<file path="src/rtl/strobe_nco_divider.sv">
// Multi-channel strobe rate divider: per-channel phase-accumulator or integer-modulus division of i_stb.
// Optional macro STROBE_NCO_PHASE_OUT_EN exposes each channel's registered accumulator on o_phase.
module strobe_nco_divider #(
  parameter int ACC_WIDTH    = 16,
  parameter int NUM_CHANNELS = 2,
  parameter int CHAN_BITS    = 1,
  parameter int DEFAULT_STEP = 1
) (
  input  logic                              i_clk,
  input  logic                              i_rst,
  input  logic                              i_stb,
  input  logic                              i_cfg_stb,
  input  logic [CHAN_BITS-1:0]              i_cfg_chan,
  input  logic [ACC_WIDTH-1:0]              i_cfg_step,
  input  logic                              i_cfg_mode,
  output logic [NUM_CHANNELS-1:0]           o_stb,
  output logic                              o_cfg_ack,
  output logic                              o_cfg_err
`ifdef STROBE_NCO_PHASE_OUT_EN
  ,
  output logic [NUM_CHANNELS*ACC_WIDTH-1:0] o_phase
`endif
);

  localparam logic [ACC_WIDTH-1:0] ONE      = ACC_WIDTH'(1);
  localparam logic [ACC_WIDTH-1:0] STEP_RST = ACC_WIDTH'(DEFAULT_STEP);
  localparam logic [CHAN_BITS:0]   NUM_CH   = (CHAN_BITS+1)'(NUM_CHANNELS);

  // Returns {carry, sum} of the phase accumulator update.
  function automatic logic [ACC_WIDTH:0] accum_add(input logic [ACC_WIDTH-1:0] acc,
                                                   input logic [ACC_WIDTH-1:0] step);
    return {1'b0, acc} + {1'b0, step};
  endfunction

  // Returns {wrap, next}; a zero modulus parks the counter.
  function automatic logic [ACC_WIDTH:0] modulo_next(input logic [ACC_WIDTH-1:0] acc,
                                                     input logic [ACC_WIDTH-1:0] step);
    if (step == '0)
      return {1'b0, acc};
    else if (acc >= step - ONE)
      return {1'b1, {ACC_WIDTH{1'b0}}};
    else
      return {1'b0, acc + ONE};
  endfunction

  logic chan_ok;
  logic cfg_ok;

  assign chan_ok = ({1'b0, i_cfg_chan} < NUM_CH);
  assign cfg_ok  = i_cfg_stb && chan_ok;

  for (genvar k = 0; k < NUM_CHANNELS; k++) begin : g_chan
    logic [ACC_WIDTH-1:0] acc_p0;
    logic [ACC_WIDTH-1:0] step_p0;
    logic                 mode_p0;
    logic                 stb_p0;
    logic                 wr;
    logic [ACC_WIDTH:0]   nxt;

    assign wr  = cfg_ok && (i_cfg_chan == CHAN_BITS'(k));
    assign nxt = mode_p0 ? modulo_next(acc_p0, step_p0) : accum_add(acc_p0, step_p0);

    // Stage p0: channel state and its output strobe; a write wins over i_stb.
    always_ff @(posedge i_clk) begin
      if (i_rst) begin
        acc_p0  <= '0;
        step_p0 <= STEP_RST;
        mode_p0 <= 1'b0;
        stb_p0  <= 1'b0;
      end else if (wr) begin
        acc_p0  <= '0;
        step_p0 <= i_cfg_step;
        mode_p0 <= i_cfg_mode;
        stb_p0  <= 1'b0;
      end else if (i_stb) begin
        acc_p0  <= nxt[ACC_WIDTH-1:0];
        stb_p0  <= nxt[ACC_WIDTH];
      end else begin
        stb_p0  <= 1'b0;
      end
    end

    assign o_stb[k] = stb_p0;
`ifdef STROBE_NCO_PHASE_OUT_EN
    assign o_phase[k*ACC_WIDTH +: ACC_WIDTH] = acc_p0;
`endif
  end

  logic ack_p0;
  logic err_p0;

  // Stage p0: write acknowledge, flagged as an error for out-of-range channels.
  always_ff @(posedge i_clk) begin
    if (i_rst) begin
      ack_p0 <= 1'b0;
      err_p0 <= 1'b0;
    end else begin
      ack_p0 <= i_cfg_stb;
      err_p0 <= i_cfg_stb && !chan_ok;
    end
  end

  assign o_cfg_ack = ack_p0;
  assign o_cfg_err = err_p0;

endmodule

</file>
<file path="config.mk">
export PLATFORM = sky130hd
export DESIGN_NAME = strobe_nco_divider
export DESIGN_NICKNAME = d
export VERILOG_FILES = /design/src/rtl/strobe_nco_divider.sv
export SDC_FILE = /design/constraint.sdc
export NUM_CORES = 1
export LEC_CHECK = 0
export CAP_MARGIN = 20
export CORE_MARGIN = 3
export CORE_UTILIZATION = 34
export DETAILED_ROUTE_END_ITERATION = 6
export PLACE_DENSITY = 0.59
export SETUP_SLACK_MARGIN = 0.15
export SYNTH_ARGS = -nofsm -noshare
export SYNTH_HDL_FRONTEND = slang
export SYNTH_SLANG_ARGS = --single-unit
</file>
<file path="constraint.sdc">
create_clock -name i_clk -period 5.5 [get_ports i_clk]
set_input_delay 0.825 -clock i_clk [delete_from_list [all_inputs] [get_ports i_clk]]
set_output_delay 0.825 -clock i_clk [all_outputs]
set_load 0.01 [all_outputs]
</file>
After elaboration in Yosys (flattened, before gate mapping)
Cells that the tools add are included.

storage, ports and cells
  output and inout port bits = 4
  word-level logic and storage cells = 37
  bits in registers = 69
  bits of input ports = 22

cells by class
  $add $sub $neg = 6
  mux-type cells = 6
  equal/unequal tests = 2
  reductions and logical operators = 10
  $lt $le $gt $ge = 2
  bitwise operators = 2

operators with widths
  operator                 number
  $mux W17                 6
  $add A16 B16 Y17         2
  $add A16 B1 Y16 const B  2
  $ge A16 B16 Y1           2
  $logic_not A16 Y1        2
  $sub A16 B1 Y16 const B  2
  $reduce_or A3 Y1         2
  $ne A2 B2 Y1 const B     2
  $reduce_and A2 Y1        2
  $reduce_or A2 Y1         2
  $logic_and A1 B1 Y1      2
  $not A1 Y1               2

Depth between registers and ports, before layout
Gate-level depths: netlist of the first run.

  word-level depth = 5
  depth in mapped cells = 15
  mapped depth without buffers = 14

Least setup slack after synthesis of the first run
Ideal clock, no wire load.

  path type = reg-to-reg
  from = register g_chan[1].step_p0[2]
  to = register g_chan[1].acc_p0[4]
  arrival = 3363 ps
  clock period less this slack = 3437 ps
  required time = 5426 ps
  buffers on the path = 0
  stages on the path, launching flop included = 14
  library setup time = 74 ps
  path slack = 2063 ps
  cells stage by stage = dfxtp_1 -> nor4_2 -> nand2_1 -> nor4_1 -> nand3_1 -> xor2_1 -> ha_1 -> nand3_1 -> nor3_1 -> a221oi_1 -> nand3_1 -> or2_1 -> or4_1 -> a31oi_1

between the ends
  longest elaborated chain between the ends = 5
  elaborated cells between the ends (all ways) = 9
  those cells by class = add/sub (2); order compare (1); eq/ne (1); mux (3); reduce/logical (2)

RTL lines
  element                   RTL line  RTL
  start: declaration        54        logic [ACC_WIDTH-1:0] step_p0;
  start signal: assignment  72        step_p0 <= i_cfg_step;
  $sub A16 B1 Y16           40        else if (acc >= step - ONE)
  $ge A16 B16 Y1            40
  $mux W17                  40
  $mux W17                  38        if (step == '0)
  $mux W17                  61        assign nxt = mode_p0 ? modulo_next(acc_p0, step_p0) : accum_add(acc_p0, step_p0);
  end signal: assignment    76        acc_p0 <= nxt[ACC_WIDTH-1:0];
  end: declaration          53        logic [ACC_WIDTH-1:0] acc_p0;

Parallel ways exist; a longest one is shown, timed or not. The select of a mux whose other input is x is not followed.
A chain may end at the register's enable or synchronous reset.

Final worst setup path of the first run
  from = register g_chan[1].step_p0[2]
  to = register g_chan[1].acc_p0[13]

The elaborated chain is that of the path after synthesis.

==> impl_metrics.py, run 1 <==
metrics = {
    "clock_network": {
        "htreeDepth": 3,
        "numCtsBuffers": 9,
        "clk_latency_ns": 0.34,
        "cts_setup_buffers": 0,
        "cts_tree": "yes",
        "path_clk_slew_ns": 0.06,
        "clock_path_buffers": 2,
        "postCtsHoldBufs": 0,
        "root_buffer": "clkbuf_16",
        "numClockSinks": 69,
        "ctsResizeCount": 0,
    },
    "setup_path": {
        "worst_ep_required_time_ns": 5.76,
        "critPathSlowestCell": "nor2_2",
        "critPathKind": "register to register",
        "cpMostUsedCell": "nand3_1",
        "crit_path_cell_trace": "nor4_2 > nand2_1 > nor4_1 > nand3_1 > xor2_1 > ha_1 > nand3_1 > nor3_1 > a221oi_1 > nand3_1 > nor2_2 > o21ai_0 > a31oi_1",
        "cp.buffers_inverters": 0,
        "endpoint_kind": "register",
        "cpLargestDelayFamily": "simple AND/OR/NAND/NOR gates",
        "critPathArrivalTime_ns": 4.49,
        "slowest_delay_ns": 0.71,
        "start_kind": "register",
        "path_max_fanout": 19,
    },
    "global_routing": {
        "grt_use_total_pct": 18.1,
        "overflow": 0,
        "grt_pass1_wl_mm": 27.2,
        "antenna_found_initial": 0,
        "grt_pass1_vias": 5149,
        "grt_max_degree": 26,
    },
    "pwr": {
        "power_mw": 1.49,
        "vdd_ir_drop_max_mv": 0.143,
        "p_per_area_mw_per_mm2": 225,
        "p_leak_nw": 2.56,
    },
    "logic_synthesis": {
        "syn_area_per_cell_um2": 7.48,
        "async_flop_share_pct": 0,
        "synth_seq_cells": 69,
        "synth_cell_types": 71,
        "synth_top_area_share_pct": 23.4,
        "yosys.area.top_type": "dfxtp_1",
        "yosys-top-cells-count": "129 x nand2_1, 84 x a21oi_1, 69 x dfxtp_1",
        "yosys_warnings": 0,
        "synth-main-ff-cell": "dfxtp_1",
        "yosysMostFrequentCell": "nand2_1",
        "synth.yosys.seq_area_share_pct": 23.4,
        "synth_area_leaders": "dfxtp_1 23%, ha_1 14%, nand2_1 8.2%, a21oi_1 7.1%, xnor2_1 4.5%",
        "synth_edf_count": 0,
        "syn-cell-area_mm2": 0.00590,
        "postSynthCellCount": 789,
        "syn_nets": 881,
    },
    "timing": {
        "hold_viol_final": 0,
        "slew_violations": 0,
        "fmax_ghz": 0.236,
        "finalSetupViolations": 0,
        "min_period_ns": 4.24,
        "fin_skew_ns": 0.00821,
        "relSlewSlack_pct": 48.7,
        "fin_ws_ns": 1.26,
        "fin_crit_sh_pct": 77.0,
        "setup_tns_ns": 0,
        "rsz0062_at_grt": "no",
        "worst_pin_slew_ns": 0.762,
    },
    "final_layout": {
        "drive_gt1_share_pct": 4.71,
        "n_antenna_cell": 0,
        "utilization_pct": 39.7,
        "fill_cells": 1780,
        "instances_no_fill": 1027,
        "nNetsFinal": 895,
        "area_growth_pct": 12.8,
    },
    "placed_design": {
        "dp_hpwl_mm": 12.9,
        "io_buffers": 24,
        "pre_cts_ws_ns": 1.35,
        "gp_congestion": 0.870,
        "post-place-cells": 1012,
    },
    "routing": {
        "drc_errors": 0,
        "drtIter0Drc": 371,
        "routedWlPerCell_um": 16.2,
        "firstDrtPassIters": 5,
        "via_per_inst": 5.57,
        "dr_total_vias": 5724,
        "postRouteAntennaNets": 0,
        "drt_wl_total_mm": 16.7,
    },
    "min_path": {
        "hold_path_class": "register to register",
    },
    "die": {
        "ios": 26,
        "dieArea_mm2": 0.0190,
        "initial_core_util_pct": 35.2,
        "die_w_um": 138,
        "core_mm2": 0.0168,
        "std_cell_rows": 47,
        "die_y_um": 138,
    },
    "flow_run": {
        "drv_cap": 0,
    },
    "status": {
        "status": "completed",
    },
}
## worst paths after layout
path | cells past startpoint | to | start | slack (ns)
max | 13 | g_chan[1].acc_p0[13]$_SDFFE_PP0P_ | g_chan[1].step_p0[2]$_SDFFE_PP0P_ | 1.26
min | 2 | g_chan[0].step_p0[1]$_SDFFE_PP0P_ | g_chan[0].step_p0[1]$_SDFFE_PP0P_ | 0.51
max reg2reg | 13 | g_chan[1].acc_p0[13]$_SDFFE_PP0P_ | g_chan[1].step_p0[2]$_SDFFE_PP0P_ | 1.26
min reg2reg | 2 | g_chan[0].step_p0[1]$_SDFFE_PP0P_ | g_chan[0].step_p0[1]$_SDFFE_PP0P_ | 0.51
## cell usage in the layout (no fill, tap or decap), types with 4 or more instances in the layout
master and n:
a211oi_1 6, a21o_1 10, a21oi_1 84, a221oi_1 5
a22oi_1 12, a31oi_1 14, a32oi_1 4, and2_1 5
and3_1 9, buf_4 7, clkbuf_16 9, clkdlybuf4s50_1 24
dfxtp_1 69, ha_1 68, inv_1 23, nand2_1 129
nand2b_1 6, nand3_1 26, nand3b_1 5, nand4_1 7
nor2_1 57, nor2b_1 10, nor3_1 33, nor4_1 8
o211ai_1 4, o21a_1 6, o21ai_0 41, o31ai_1 4
or2_2 4, or4_1 6, xnor2_1 30, xor2_1 18
## report_power, final
part | internal, mW | switching [mW] | total (mW)
logic | 0.121 | 0.168 | 0.289
clock network | 0.409 | 0.236 | 0.645
registers | 0.521 | 0.0403 | 0.561
total | 1.05 | 0.445 | 1.49
## flip-flops by register name, summed over array words and instances, names as in the netlist
name,cells
o_cfg_ack,1
g_chan.acc_p0,32
g_chan.stb_p0,2
g_chan.step_p0,32
g_chan.mode_p0,2
## area by class of cell
cell class / instances / area [um2] / area share [%]
Multi-Input combinational cell: 669 / 4300 / 64.5
Sequential cell: 69 / 1380 / 20.8
Timing Repair Buffer: 31 / 293 / 4.40
Tap cell: 220 / 275 / 4.14
Clock buffer: 10 / 239 / 3.59
Inverter: 23 / 86.3 / 1.30
Clock inverter: 5 / 85.1 / 1.28
## metrics by stage
stage               cell area [um2]  hold slack (ns)
finish                         6660            0.514
global route                   6660            0.535
CTS                            6660            0.514
detailed placement             6330            0.506
global placement               6320            0.500
floorplan                      5900            0.461
## logic make-up after synthesis
logic type                 Yosys count  share of synthesized area (%)
other                                1                         0.0636
xor gates and xnor gates            48                           7.12
muxes                                4                          0.700
buffers and inverters               51                           3.80
adders and majority gates           70                           15.1
AOI/OAI and AO/OA                  222                           23.7
and+or+nand+nor                    324                           26.1
DFF                                 69                           23.4
## tightest hold or removal path: cells and delay by family (launching register included)
family / cells / cell delay [ns]
AOI/OAI and AO/OA: 1 / 0.06
DFF: 1 / 0.34
and+or+nand+nor: 1 / 0.07
## per-layer routing
layer	vias to the layer above	share of wire, %	GRT usage, %	routed length [um]
li1	2901	-	-	-
met1	2663	50	26.8	8260
met2	141	44	27.7	7300
met3	19	5.1	2.48	855
met4	0	1.4	4.67	234
met5	-	0	0	0
(Power assumes the default switching activity.)
==> inputs of run 2 (changes only) <==
--- a/config.mk
+++ b/config.mk
@@ -9,7 +9,7 @@
 export CORE_MARGIN = 3
 export CORE_UTILIZATION = 34
 export DETAILED_ROUTE_END_ITERATION = 6
-export PLACE_DENSITY = 0.59
+export PLACE_DENSITY = 0.61
 export SETUP_SLACK_MARGIN = 0.15
 export SYNTH_ARGS = -nofsm -noshare
 export SYNTH_HDL_FRONTEND = slang
==> constraint.sdc (replaced) <==
create_clock -name i_clk -period 3.5 [get_ports i_clk]
set_input_delay 0.525 -clock i_clk [delete_from_list [all_inputs] [get_ports i_clk]]
set_output_delay 0.525 -clock i_clk [all_outputs]
set_load 0.01 [all_outputs]
==> impl_metrics.py, run 2 (synthesized netlist as in run 1, its figures left out) <==
metrics = {
    "clock_network": {
        "root_buffer": "clkbuf_16",
        "clk_latency_ns": 0.34,
        "numClockSinks": 69,
        "postCtsHoldBufs": 0,
        "clock_path_buffers": 2,
        "cts_tree": "yes",
        "numCtsBuffers": 9,
        "path_clk_slew_ns": 0.07,
        "htreeDepth": 3,
    },
    "routing": {
        "drtIter0Drc": 445,
        "routedWlPerCell_um": 16.6,
        "postRouteAntennaNets": 0,
        "drc_errors": 0,
        "drt_wl_total_mm": 17.6,
        "via_per_inst": 5.53,
        "firstDrtPassIters": 5,
        "dr_total_vias": 5870,
    },
    "final_layout": {
        "final_common_cell": "nand2_1",
        "instances_no_fill": 1062,
        "fill_cells": 1716,
        "reg.largest.list": "g_chan.acc_p0 (32), g_chan.step_p0 (32)",
        "regArea_mm2": 0.00139,
        "area_growth_pct": 21.8,
        "drive_gt1_share_pct": 13.3,
        "multi_input_area_mm2": 0.00455,
        "fin_area_mm2": 0.00718,
        "utilization_pct": 42.9,
        "n_antenna_cell": 0,
        "final_cell_mix": "124 x nand2_1, 82 x a21oi_1, 67 x ha_1",
        "nNetsFinal": 929,
    },
    "status": {
        "status": "completed",
    },
    "die": {
        "std_cell_rows": 47,
        "core_mm2": 0.0168,
        "dieArea_mm2": 0.0190,
        "ios": 26,
        "initial_core_util_pct": 35.2,
        "die_y_um": 138,
        "die_w_um": 138,
    },
    "flow_run": {
        "drv_cap": 0,
    },
    "placed_design": {
        "pre_cts_ws_ns": 0.0518,
        "gp_congestion": 0.869,
        "post-place-cells": 1034,
        "place_area_mm2": 0.00651,
        "dp_hpwl_mm": 13.3,
        "io_buffers": 24,
    },
    "timing": {
        "rsz0062_at_grt": "yes",
        "fin_crit_sh_pct": 93.4,
        "fin_skew_ns": 0.00988,
        "hold_viol_final": 0,
        "holdWs_ns": 0.519,
        "slew_violations": 0,
        "min_period_ns": 3.27,
        "fmax_ghz": 0.306,
        "setup_tns_ns": 0,
        "worst_pin_slew_ns": 0.820,
        "fin_ws_ns": 0.233,
        "relSlewSlack_pct": 45.3,
        "finalSetupViolations": 0,
    },
    "pwr": {
        "p_per_area_mw_per_mm2": 333,
        "power_mw": 2.39,
        "p_leak_nw": 2.79,
        "vdd_ir_drop_max_mv": 0.214,
    },
    "global_routing": {
        "use_met1_pct": 25.9,
        "grt_pass1_vias": 5196,
        "grt_max_degree": 36,
        "grt.busiest_layer": "met2",
        "met3_usage_pct": 2.99,
        "use_met2_pct": 29.3,
        "grt_use_total_pct": 18.3,
        "antenna_found_initial": 0,
        "grt_pass1_wl_mm": 27.5,
        "overflow": 0,
    },
    "setup_path": {
        "crit-reg2reg-launch": "g_chan[0].step_p0[0]$_SDFFE_PP1P_",
        "cp.buffers_inverters": 3,
        "endpoint_kind": "register",
        "critPathKind": "register to register",
        "cpLargestDelayFamily": "compound AO/OA/AOI/OAI gates",
        "critPathSlowestCell": "dfxtp_4",
        "cpMostUsedCell": "buf_6",
        "worst_ep_required_time_ns": 3.77,
        "crit_path_start": "g_chan[0].step_p0[0]$_SDFFE_PP1P_",
        "slowest_delay_ns": 0.37,
        "start_kind": "register",
        "critPathArrivalTime_ns": 3.54,
        "path_max_fanout": 8,
        "crit_path_cell_trace": "inv_4 > ha_4 > nor3b_4 > buf_6 > nand2_1 > xor2_1 > ha_1 > and3_1 > a221o_1 > a31oi_4 > o2111ai_4 > buf_6 > or3_1 > a31oi_1",
    },
    "min_path": {
        "hold_path_class": "register to register",
        "hold_start": "g_chan[0].step_p0[7]$_SDFFE_PP0P_",
    },
}
-- run 2: cell type report --
type	instances	share of cell area, %
inverter	23	1.27
tap	220	3.83
multi-input combinational	669	63.4
timing repair buffer	65	8.10
sequential	69	19.4
clock inverter	7	0.906
clock buffer	9	3.13
-- run 2: worst paths after layout --
check	to	slack [ns]	cells past startpoint
min reg2reg	g_chan[0].step_p0[7]$_SDFFE_PP0P_	0.52	2
max	g_chan[0].acc_p0[6]$_SDFFE_PP0P_	0.23	14
min	g_chan[0].step_p0[7]$_SDFFE_PP0P_	0.52	2
max reg2reg	g_chan[0].acc_p0[6]$_SDFFE_PP0P_	0.23	14
-- run 2: power by group --
group	switching [mW]	leakage [nW]	internal [mW]
Combinational	0.328	2.09	0.263
Sequential	0.0586	0.564	0.817
Clock	0.425	0.141	0.499
Total	0.812	2.79	1.58
-- run 2: metal layers --
layer  routed length (um)  vias up
li1                     -     2975
met1                 8230     2736
met2                 8280      145
met3                  925       14
met4                  204        0
met5                    0        -
-- run 2: repair_timing --
action                                  in CTS  in global routing
pin swaps                                    1                 35
buffers inserted                             1                 10
gates cloned                                 1                  0
gates resized for setup                     11                 61
endpoints found under the setup margin      23                 31
-- run 2: worst min-delay path: cells and delay by family (launching register included) --
kind             cells  cell delay, ns
AO/OA/AOI/OAI        1            0.06
AND/OR/NAND/NOR      1            0.07
flip-flops           1            0.34
==> variant, RTL diff (flow settings as in run 2) <==
Set the parameter `ACC_WIDTH` to 32 (it was 16).
--- a/src/rtl/strobe_nco_divider.sv
+++ b/src/rtl/strobe_nco_divider.sv
@@ -3,3 +3,3 @@
 module strobe_nco_divider #(
-  parameter int ACC_WIDTH    = 16,
+  parameter int ACC_WIDTH    = 32,
   parameter int NUM_CHANNELS = 2,
Interface: changed (resized i_cfg_step); port bits go from 26 to 42. No check against the original RTL was run, so the function may have changed too.
==> variant against run 2 <==
The flow now finishes with violations (setup timing). Count of clock-buffer cells in the layout up 12. Sequential cell count up 64. Worst setup slack worse by 1.2 ns. Total power up 120%. Worst hold slack better by 0.0020 ns. Wire length up 140%. Area after synthesis up 110%. Final area up 120%. Critical path type unchanged. Critical endpoint is now g_chan[0].acc_p0[3].
==> variant: results (changes against run 2) <==
Parameter                              Value

Drt
  Iteration-0 DRC Markers    1048 (+140%)
  Total Wirelength    41660 um (+140%)
  Vias after detailed routing    13330 (+130%)
  Per-cell via count in the routed design    5.826 (+5.4%)

Power and ir drop
  Sequential-cell power consumption    0.00165 W (+89%)
  Leakage power total    6.532 nW (+130%)
  Design Power    0.005270 W (+120%)
  Worst vdd ir    0.3626 mV (+70%)
  Combinational Power    0.00166 W (+180%)

Placed design
  Cell area after placement    14280 um2 (+120%)
  Placer congestion estimate    0.8705 (+0.20%)
  Detailed Place HPWL    31030 um (+130%)
  Port Buf Inserts    40 (+67%)
  Dpl cells    2228 (+120%)

Timing
  Clock Skew    0.01138 ns (+0.001492 ns)
  Endpoints failing setup    66 (+66)
  Hold Slack    0.5208 ns (+0.002016 ns)
  Worst slew margin relative to its limit    42.13% (-3.1 points)
  Final setup margin    -0.9234 ns (-1.156 ns)

Run status
  Violated checks    setup timing
  Run status    finished with violations

Finish
  Clock network area share    3.921% (-0.12 points)
  Non-clock buffer count    228 (+250%)
  Total number of nets in the final design    1994 (+110%)
  Final instance area    15990 um2 (+120%)
  Filler cells    3432 (+100%)
  Leading registers by flop count    g_chan.acc_p0 x64, g_chan.step_p0 x64
  Layout cells sized above 1    19.97% (+6.7 points)
  Number of inverters outside the clock class in the layout    48 (+110%)
  Clock Buffer Count    21 (+12)
  Area taken by flip-flops and latches    2666 um2 (+92%)

Yosys
  Synthesized net count    1817 (+110%)
  Leading post-synthesis cells by cell area    sky130_fd_sc_hd__dfxtp_1, sky130_fd_sc_hd__ha_1, sky130_fd_sc_hd__nand2_1
  Ranking of synthesized cells by instance count    sky130_fd_sc_hd__nand2_1, sky130_fd_sc_hd__a21oi_1, sky130_fd_sc_hd__ha_1

Worst setup path
  Crit path max-delay family    simple AND/OR/NAND/NOR gates
  Master of the slowest instance on the critical path    sky130_fd_sc_hd__or4_4
  Biggest cell delay along the critical path    0.53 ns (+0.16 ns)
  Worst r2r dst    g_chan[0].acc_p0[3]

CTS
  Maximum level of the CTS H-tree    4 (+1)
  Later-pin clock latency in the skew report    0.44 ns (+0.10 ns)
  CTS buffer count    17 (+8)

Min path
  Launch instance of the worst min-delay path    g_chan[0].step_p0[30]
  Worst Hold Endpoint    g_chan[0].step_p0[30]

Global routing
  All-Layer GR Usage    21.03% (+2.7 points)
  Wire length of the first global-routing pass    66340 um (+140%)
  Maximum number of pins on one net before global-route repair    68 (+89%)
## variant: changes by cell type in the layout (fill, tap and decap cells not counted), sizes merged, moves of 46 or more
cell	before	now
ha	68	134
o21ai	45	106
a21oi	84	164
buf	41	189
nor3	34	80
nand2	130	230
dfxtp	69	133
## variant: layer usage
metal / vias up / GRT usage [%] / part of all wire (%)
met2: 435 / 32.71 / 44
met4: 0 / 4.489 / 1.2
met5: - / 0 / 0
met1: 6405 / 30.63 / 49
met3: 43 / 3.451 / 6.2
li1: 6446 / - / -
## variant: logic make-up after synthesis
logic type      count (synthesis)  share of synthesized area, %
flops                         133                         21.90
xor+xnor                       89                         6.410
other cells                     1                       0.03084
compound gates                498                         25.38
fa+ha+maj                     136                         14.12
simple gates                  662                         27.77
mux                             6                        0.4939
buf+inv                       118                         3.899
## variant: repair_timing
action	CTS	global route
gates resized for setup	120	57
endpoints found under the setup margin	66	66
pin swaps	82	65
hold endpoints to repair	0	0
gates cloned	3	0
setup buffers	17	8
